`src/rtl/tank_bullet.sv`:
```
// Per-tank projectile engine: launches one bullet on a fire edge, advances it per frame,
// and resolves hits against the screen edge, four walls and the opposing tank.
module tank_bullet #(
  parameter int unsigned SPEED       = 4,
  parameter int unsigned BULLET_SIZE = 8,
  parameter int unsigned TANK_SIZE   = 32,
  parameter int unsigned HWALL_W     = 64,
  parameter int unsigned HWALL_H     = 16,
  parameter int unsigned VWALL_W     = 32,
  parameter int unsigned VWALL_H     = 64,
  parameter int unsigned COOLDOWN    = 15,
  parameter int unsigned SCREEN_W    = 640,
  parameter int unsigned SCREEN_H    = 480
) (
  input  logic       Clk,
  input  logic       Reset,
  input  logic       frame_clk,
  input  logic       fire,
  input  logic [9:0] tankX,
  input  logic [9:0] tankY,
  input  logic [2:0] tank_dir,
  input  logic [9:0] enemyX,
  input  logic [9:0] enemyY,
  input  logic [9:0] wallX1,
  input  logic [9:0] wallY1,
  input  logic [9:0] wallX2,
  input  logic [9:0] wallY2,
  input  logic [9:0] wallX3,
  input  logic [9:0] wallY3,
  input  logic [9:0] wallX4,
  input  logic [9:0] wallY4,
  input  logic [9:0] DrawX,
  input  logic [9:0] DrawY,
  output logic [9:0] bulletX,
  output logic [9:0] bulletY,
  output logic [1:0] hit,
  output logic       is_bullet,
  output logic       enemy_alive
);

  localparam int unsigned PW = 10;
  localparam int unsigned SW = 12;
  localparam int unsigned CW = $clog2(COOLDOWN + 1);
  localparam int unsigned OFFS = (TANK_SIZE - BULLET_SIZE) / 2;

  localparam logic [1:0] S_IDLE     = 2'b00;
  localparam logic [1:0] S_FLIGHT   = 2'b01;
  localparam logic [1:0] S_HIT_WALL = 2'b10;
  localparam logic [1:0] S_HIT_TANK = 2'b11;

  localparam logic signed [SW-1:0] SPD   = SW'(SPEED);
  localparam logic signed [SW-1:0] BS    = SW'(BULLET_SIZE);
  localparam logic signed [SW-1:0] TS    = SW'(TANK_SIZE);
  localparam logic signed [SW-1:0] HW_W  = SW'(HWALL_W);
  localparam logic signed [SW-1:0] HW_H  = SW'(HWALL_H);
  localparam logic signed [SW-1:0] VW_W  = SW'(VWALL_W);
  localparam logic signed [SW-1:0] VW_H  = SW'(VWALL_H);
  localparam logic signed [SW-1:0] MAX_X = SW'(SCREEN_W - BULLET_SIZE);
  localparam logic signed [SW-1:0] MAX_Y = SW'(SCREEN_H - BULLET_SIZE);
  localparam logic signed [SW-1:0] ZERO  = '0;

  logic [1:0]    state_q, state_d;
  logic [PW-1:0] bx_q, bx_d, by_q, by_d;
  logic          alive_q, alive_d;
  logic [CW-1:0] cnt_q, cnt_d;
  logic [2:0]    dir_q, dir_d;
  logic          pend_q, pend_d;
  logic          fs1_q, fs2_q, fprev_q, fire_prev_q;

  logic                 tick, fire_rise, dir_ok;
  logic                 hit_enemy, off_screen, hit_wall;
  logic signed [SW-1:0] step_x, step_y, nx, ny;

  function automatic logic signed [SW-1:0] sx(input logic [PW-1:0] v);
    return signed'(SW'(v));
  endfunction

  // Half-open box overlap
  function automatic logic overlap(
    input logic signed [SW-1:0] ax, ay, aw, ah,
    input logic signed [SW-1:0] bx, by, bw, bh
  );
    return (ax < bx + bw) && (bx < ax + aw) && (ay < by + bh) && (by < ay + ah);
  endfunction

  assign tick      = fs2_q & ~fprev_q;
  assign fire_rise = fire & ~fire_prev_q;
  assign dir_ok    = (tank_dir == 3'b001) || (tank_dir == 3'b010) ||
                     (tank_dir == 3'b011) || (tank_dir == 3'b100);

  always_comb begin
    step_x = '0;
    step_y = '0;
    case (dir_q)
      3'b001:  step_y = -SPD;
      3'b010:  step_x = SPD;
      3'b011:  step_x = -SPD;
      3'b100:  step_y = SPD;
      default: ;
    endcase
  end

  assign nx = sx(bx_q) + step_x;
  assign ny = sx(by_q) + step_y;

  assign hit_enemy  = alive_q && overlap(nx, ny, BS, BS, sx(enemyX), sx(enemyY), TS, TS);
  assign off_screen = (nx < ZERO) || (ny < ZERO) || (nx > MAX_X) || (ny > MAX_Y);
  assign hit_wall   = overlap(nx, ny, BS, BS, sx(wallX1), sx(wallY1), HW_W, HW_H) ||
                      overlap(nx, ny, BS, BS, sx(wallX2), sx(wallY2), VW_W, VW_H) ||
                      overlap(nx, ny, BS, BS, sx(wallX3), sx(wallY3), HW_W, HW_H) ||
                      overlap(nx, ny, BS, BS, sx(wallX4), sx(wallY4), VW_W, VW_H);

  // Next-state: everything advances only on a frame tick
  always_comb begin
    state_d = state_q;
    bx_d    = bx_q;
    by_d    = by_q;
    alive_d = alive_q;
    cnt_d   = cnt_q;
    dir_d   = dir_q;
    // a pending fire survives only until the next tick, whatever the state
    pend_d  = fire_rise | (pend_q & ~tick);
    if (tick) begin
      case (state_q)
        S_IDLE: begin
          if (pend_q && alive_q && dir_ok) begin
            dir_d   = tank_dir;
            bx_d    = tankX + PW'(OFFS);
            by_d    = tankY + PW'(OFFS);
            state_d = S_FLIGHT;
          end
        end
        S_FLIGHT: begin
          if (hit_enemy) begin
            alive_d = 1'b0;
            bx_d    = PW'(nx);
            by_d    = PW'(ny);
            state_d = S_HIT_TANK;
          end else if (off_screen || hit_wall) begin
            cnt_d   = CW'(COOLDOWN);
            state_d = S_HIT_WALL;
          end else begin
            bx_d = PW'(nx);
            by_d = PW'(ny);
          end
        end
        S_HIT_WALL: begin
          if (cnt_q <= CW'(1)) begin
            cnt_d   = '0;
            state_d = S_IDLE;
          end else begin
            cnt_d = cnt_q - CW'(1);
          end
        end
        default: ;
      endcase
    end
  end

  always_ff @(posedge Clk or posedge Reset) begin
    if (Reset) begin
      state_q     <= S_IDLE;
      bx_q        <= '0;
      by_q        <= '0;
      alive_q     <= 1'b1;
      cnt_q       <= '0;
      dir_q       <= 3'b000;
      pend_q      <= 1'b0;
      fs1_q       <= 1'b0;
      fs2_q       <= 1'b0;
      fprev_q     <= 1'b0;
      fire_prev_q <= 1'b0;
    end else begin
      state_q     <= state_d;
      bx_q        <= bx_d;
      by_q        <= by_d;
      alive_q     <= alive_d;
      cnt_q       <= cnt_d;
      dir_q       <= dir_d;
      pend_q      <= pend_d;
      fs1_q       <= frame_clk;
      fs2_q       <= fs1_q;
      fprev_q     <= fs2_q;
      fire_prev_q <= fire;
    end
  end

  assign hit         = state_q;
  assign bulletX     = bx_q;
  assign bulletY     = by_q;
  assign enemy_alive = alive_q;

  assign is_bullet = (state_q == S_FLIGHT) &&
                     (DrawX >= bx_q) && ({1'b0, DrawX} < {1'b0, bx_q} + 11'(BULLET_SIZE)) &&
                     (DrawY >= by_q) && ({1'b0, DrawY} < {1'b0, by_q} + 11'(BULLET_SIZE));

endmodule

```
`config.mk`:
```
export PLATFORM = sky130hd
export DESIGN_NAME = tank_bullet
export DESIGN_NICKNAME = d
export VERILOG_FILES = /design/src/rtl/tank_bullet.sv
export SDC_FILE = /design/constraint.sdc
export NUM_CORES = 1
export LEC_CHECK = 0
export BUFFER_PORTS_ARGS = -buffer_cell sky130_fd_sc_hd__buf_2
export CORE_MARGIN = 2
export CORE_UTILIZATION = 37
export CTS_CLUSTER_SIZE = 14
export DETAILED_ROUTE_END_ITERATION = 10
export RECOVER_POWER = 25
export SYNTH_ARGS = -nofsm -noshare
export SYNTH_HDL_FRONTEND = slang
export SYNTH_SLANG_ARGS = --single-unit
```
`constraint.sdc`:
```
create_clock -name Clk -period 12.55 [get_ports Clk]
set_input_delay 1.8825 -clock Clk [delete_from_list [all_inputs] [get_ports Clk]]
set_output_delay 1.8825 -clock Clk [all_outputs]
set_load 0.01 [all_outputs]
```
==> out/metrics.cfg <==
[global_routing]
antenna_violations_before_repair = 3
total_global_routing_track_utilization_pct = 19.8
grt_pass1_wl_mm = 41.7
global_route.overflow_total = 0
number_of_global_route_vias_before_repair = 8017
grt_max_degree = 36

[placed_design]
place_ws_ps = 6270
post-dp-hpwl_mm = 21.5
number_of_buffer_cells_added_on_primary_ports = 170
detailed_place.area_um2 = 10200
placedCellCount = 1561
gp_congestion = 0.854

[power]
worst_vdd_drop_uv = 58.4
power-per-cell-area_nw_per_um2 = 199
pwr-share-seq_pct = 11.0
netSwitchingFraction_pct = 52.6
share_comb_of_total_power_pct = 82.6
power.switching_mw = 1.08
power_report.internal_total_mw = 0.973
power.clock.fraction_pct = 6.5
fin_total_pwr_mw = 2.05
power.leakage_nw = 5.38

[synthesis]
post-synth-top-area-fraction_pct = 33.3
syn_inst = 1084
postSynth.topFlopCell = sky130_fd_sc_hd__dfrtp_1
synth_area_leader_cell = sky130_fd_sc_hd__ha_1
synth.most_common_cell = sky130_fd_sc_hd__ha_1
syn_avg_cell_area_um2 = 8.27
ys_seq_elements = 35
yosys_warnings = 0
synth_commonest_cells = sky130_fd_sc_hd__ha_1, sky130_fd_sc_hd__inv_1, sky130_fd_sc_hd__a21oi_1
async_s_r_ff_share_synth_pct = 100
synthDistinctLibCells = 84
synth_nets = 1471
synth_area_leaders = sky130_fd_sc_hd__ha_1, sky130_fd_sc_hd__dfrtp_1, sky130_fd_sc_hd__a21o_1, sky130_fd_sc_hd__xnor2_1, sky130_fd_sc_hd__inv_1
synth_sequential_area_ratio_pct = 9.78
synth-edff-count = 0
total_standard_cell_area_after_synthesis_um2 = 8970

[hold_path]
path_category_of_the_worst_min_delay_check = reg -> reg

[cells_and_area]
fillers = 2466
final_core_utilization_pct = 43.7
flow.area_growth_from_synthesis_pct = 14.9
nNetsFinal = 1636
stdcell_count = 1570
stdcell_area_um2 = 10300
share_of_final_layout_standard_cells_stronger_than_drive_strength_1_pct = 17.6

[timing]
maxClockFrequency_mhz = 160
hold_slack_ps = 347
final-max-slew-violation-count = 36
fin_ws_ps = 6290
final_hold_viol_count = 0
tns_ps = 0
slew-limit-headroom_pct = -44.0
worst_clock_skew_ps = 6.00
fin_crit_ps = 6260
grt_setup_unrepaired = no
worstMarginPinSlew_ps = 2160
min_period_over_period_pct = 49.9
finalSetupViolCount = 0

[routing]
route.antenna.remaining_nets = 0
dr.first_iter.drc_count = 398
dr.pass1.iters = 5
totalWireLength_mm = 25.7
dr_total_vias = 8360
drc = 0
routedWlPerCell_um = 16.4
drt-vias-per-instance = 5.32

[floorplanning]
core.rowCount = 56
floorplan.initialDensity_pct = 38.0
fp.dieH_um = 160
floorplan.die.width_um = 160
fp.dieArea_um2 = 25500
boundaryPins = 171
fp.coreArea_um2 = 23600

[cts]
clk_pin_slew_ps = 60
cts_hold_buffers = 0
h-tree-depth = 2
insertion_delay_ps = 290
cts-buffers-inserted = 5
cts.sinks = 35
tritoncts = built
clk_path_buf_depth = 2
cts.repair.resized = 0
postCtsSetupBuffers = 0
cts.root.buffer_cell = sky130_fd_sc_hd__clkbuf_16

[worst_setup_path]
cp-startpoint = dir_q[0]$_DFFE_PP0P_
critPathMaxFanout = 16
cp-end-kind = flop
critical_path_arrival_ps = 6460
cp-endpoint = bulletY[7]$_DFFE_PP0P_
critPathLaunchType = flop
rrSetupSlack_ps = 6290
worstPathRequired_ps = 12750
timing.rr.end = bulletY[7]$_DFFE_PP0P_
path_class = reg -> reg
worst_r2r_startpoint = dir_q[0]$_DFFE_PP0P_
reg2regPathDepth = 18

[flow_run]
max_cap_viol_count = 1

[status]
run_status = finished, violations left
violations = max-capacitance violations, max-slew violations

flip-flops by register name, indices dropped and copies added, names as in the netlist:
| register | cells |
|---|---|
| bulletX | 10 |
| bulletY | 10 |
| cnt_q | 4 |
| dir_q | 3 |
| enemy_alive | 1 |
| fire_prev_q | 1 |
| fprev_q | 1 |
| fs1_q | 1 |
| fs2_q | 1 |
| hit | 2 |
| pend_q | 1 |
logic make-up (layout without fill, tap and decap cells):
kind of cell	after synthesis	in the layout	share of synthesized area (%)
AO/OA/AOI/OAI	301	301	22.7
XOR/XNOR	72	72	7.41
adder cells (fa/ha/maj)	242	242	33.8
buffers and inverters	129	295	5.94
flip-flops	35	35	9.78
multiplexers	26	26	3.10
other	0	1	0
AND/OR/NAND/NOR	279	279	17.3
power groups by stage:
stage                     logic, mW  registers (mW)  clock network [mW]
after CTS                      1.70           0.226               0.133
after global routing           1.94           0.233               0.139
after global placement         1.66           0.226                   0
final                          1.70           0.226               0.133
after floorplan                1.26           0.203                   0
after detailed placement       1.68           0.227                   0
metal layers:
| metal | GRT usage, % | vias to the layer above | share of wire [%] |
|---|---|---|---|
| met5 | 0 | - | 0.043 |
| met4 | 2.64 | 2 | 0.83 |
| met3 | 3.64 | 22 | 5.6 |
| met2 | 33.7 | 201 | 45 |
| met1 | 26.8 | 3811 | 48 |
| li1 | - | 4324 | - |
worst min-delay path by stage:
stage	from	endpoint	slack, ps	cells past startpoint
after floorplan	fs1_q$_DFF_PP0_	fs2_q$_DFF_PP0_	330	0
after global placement	fs1_q$_DFF_PP0_	fs2_q$_DFF_PP0_	340	0
after detailed placement	fs1_q$_DFF_PP0_	fs2_q$_DFF_PP0_	340	0
after CTS	fs1_q$_DFF_PP0_	fs2_q$_DFF_PP0_	350	0
after global routing	fs1_q$_DFF_PP0_	fs2_q$_DFF_PP0_	360	0
final	fs1_q$_DFF_PP0_	fs2_q$_DFF_PP0_	350	0
cell usage in the layout (no fill, tap or decap), types with 22 or more instances in the layout:
master                     synthesis  final
sky130_fd_sc_hd__nand2_1          49     49
sky130_fd_sc_hd__inv_1           105    105
sky130_fd_sc_hd__dfrtp_1          34     34
sky130_fd_sc_hd__nor2_1           35     35
sky130_fd_sc_hd__nand2b_1         28     28
sky130_fd_sc_hd__ha_1            239    239
sky130_fd_sc_hd__a21o_1           60     60
sky130_fd_sc_hd__xnor2_1          47     47
sky130_fd_sc_hd__nand3_1          57     57
sky130_fd_sc_hd__a21oi_1          63     63
sky130_fd_sc_hd__o21ai_0          62     62
sky130_fd_sc_hd__buf_2             5    170
sky130_fd_sc_hd__xor2_1           22     22
area by class of cell:
cell class              count  area (um2)  area share [%]
diodes                      1        2.50          0.0243
clock buffers               7         143            1.38
clock inverters             1        5.00          0.0485
inverters                 107         402            3.90
multi-input cells         920        7560            73.3
flip-flops and latches     35         877            8.51
well taps                 319         399            3.87
repair buffers            180         922            8.94
critical path, stage by stage (launching register included):
cell                       delay (ps)
sky130_fd_sc_hd__dfrtp_1          460
sky130_fd_sc_hd__xnor2_1          180
sky130_fd_sc_hd__nor2_1            80
sky130_fd_sc_hd__ha_1             230
sky130_fd_sc_hd__fa_1             420
sky130_fd_sc_hd__a211oi_1         570
sky130_fd_sc_hd__nor2_1           120
sky130_fd_sc_hd__nor2_1           600
sky130_fd_sc_hd__nand3_1          310
sky130_fd_sc_hd__xnor2_1          510
sky130_fd_sc_hd__ha_1             210
sky130_fd_sc_hd__and4_1           180
sky130_fd_sc_hd__o21ai_0          100
sky130_fd_sc_hd__a31o_2           220
sky130_fd_sc_hd__a21oi_1          220
sky130_fd_sc_hd__a211oi_1          90
sky130_fd_sc_hd__nor4_1           400
sky130_fd_sc_hd__o31a_1           970
sky130_fd_sc_hd__mux2i_1          290
Power figures use the tool's default switching activity.
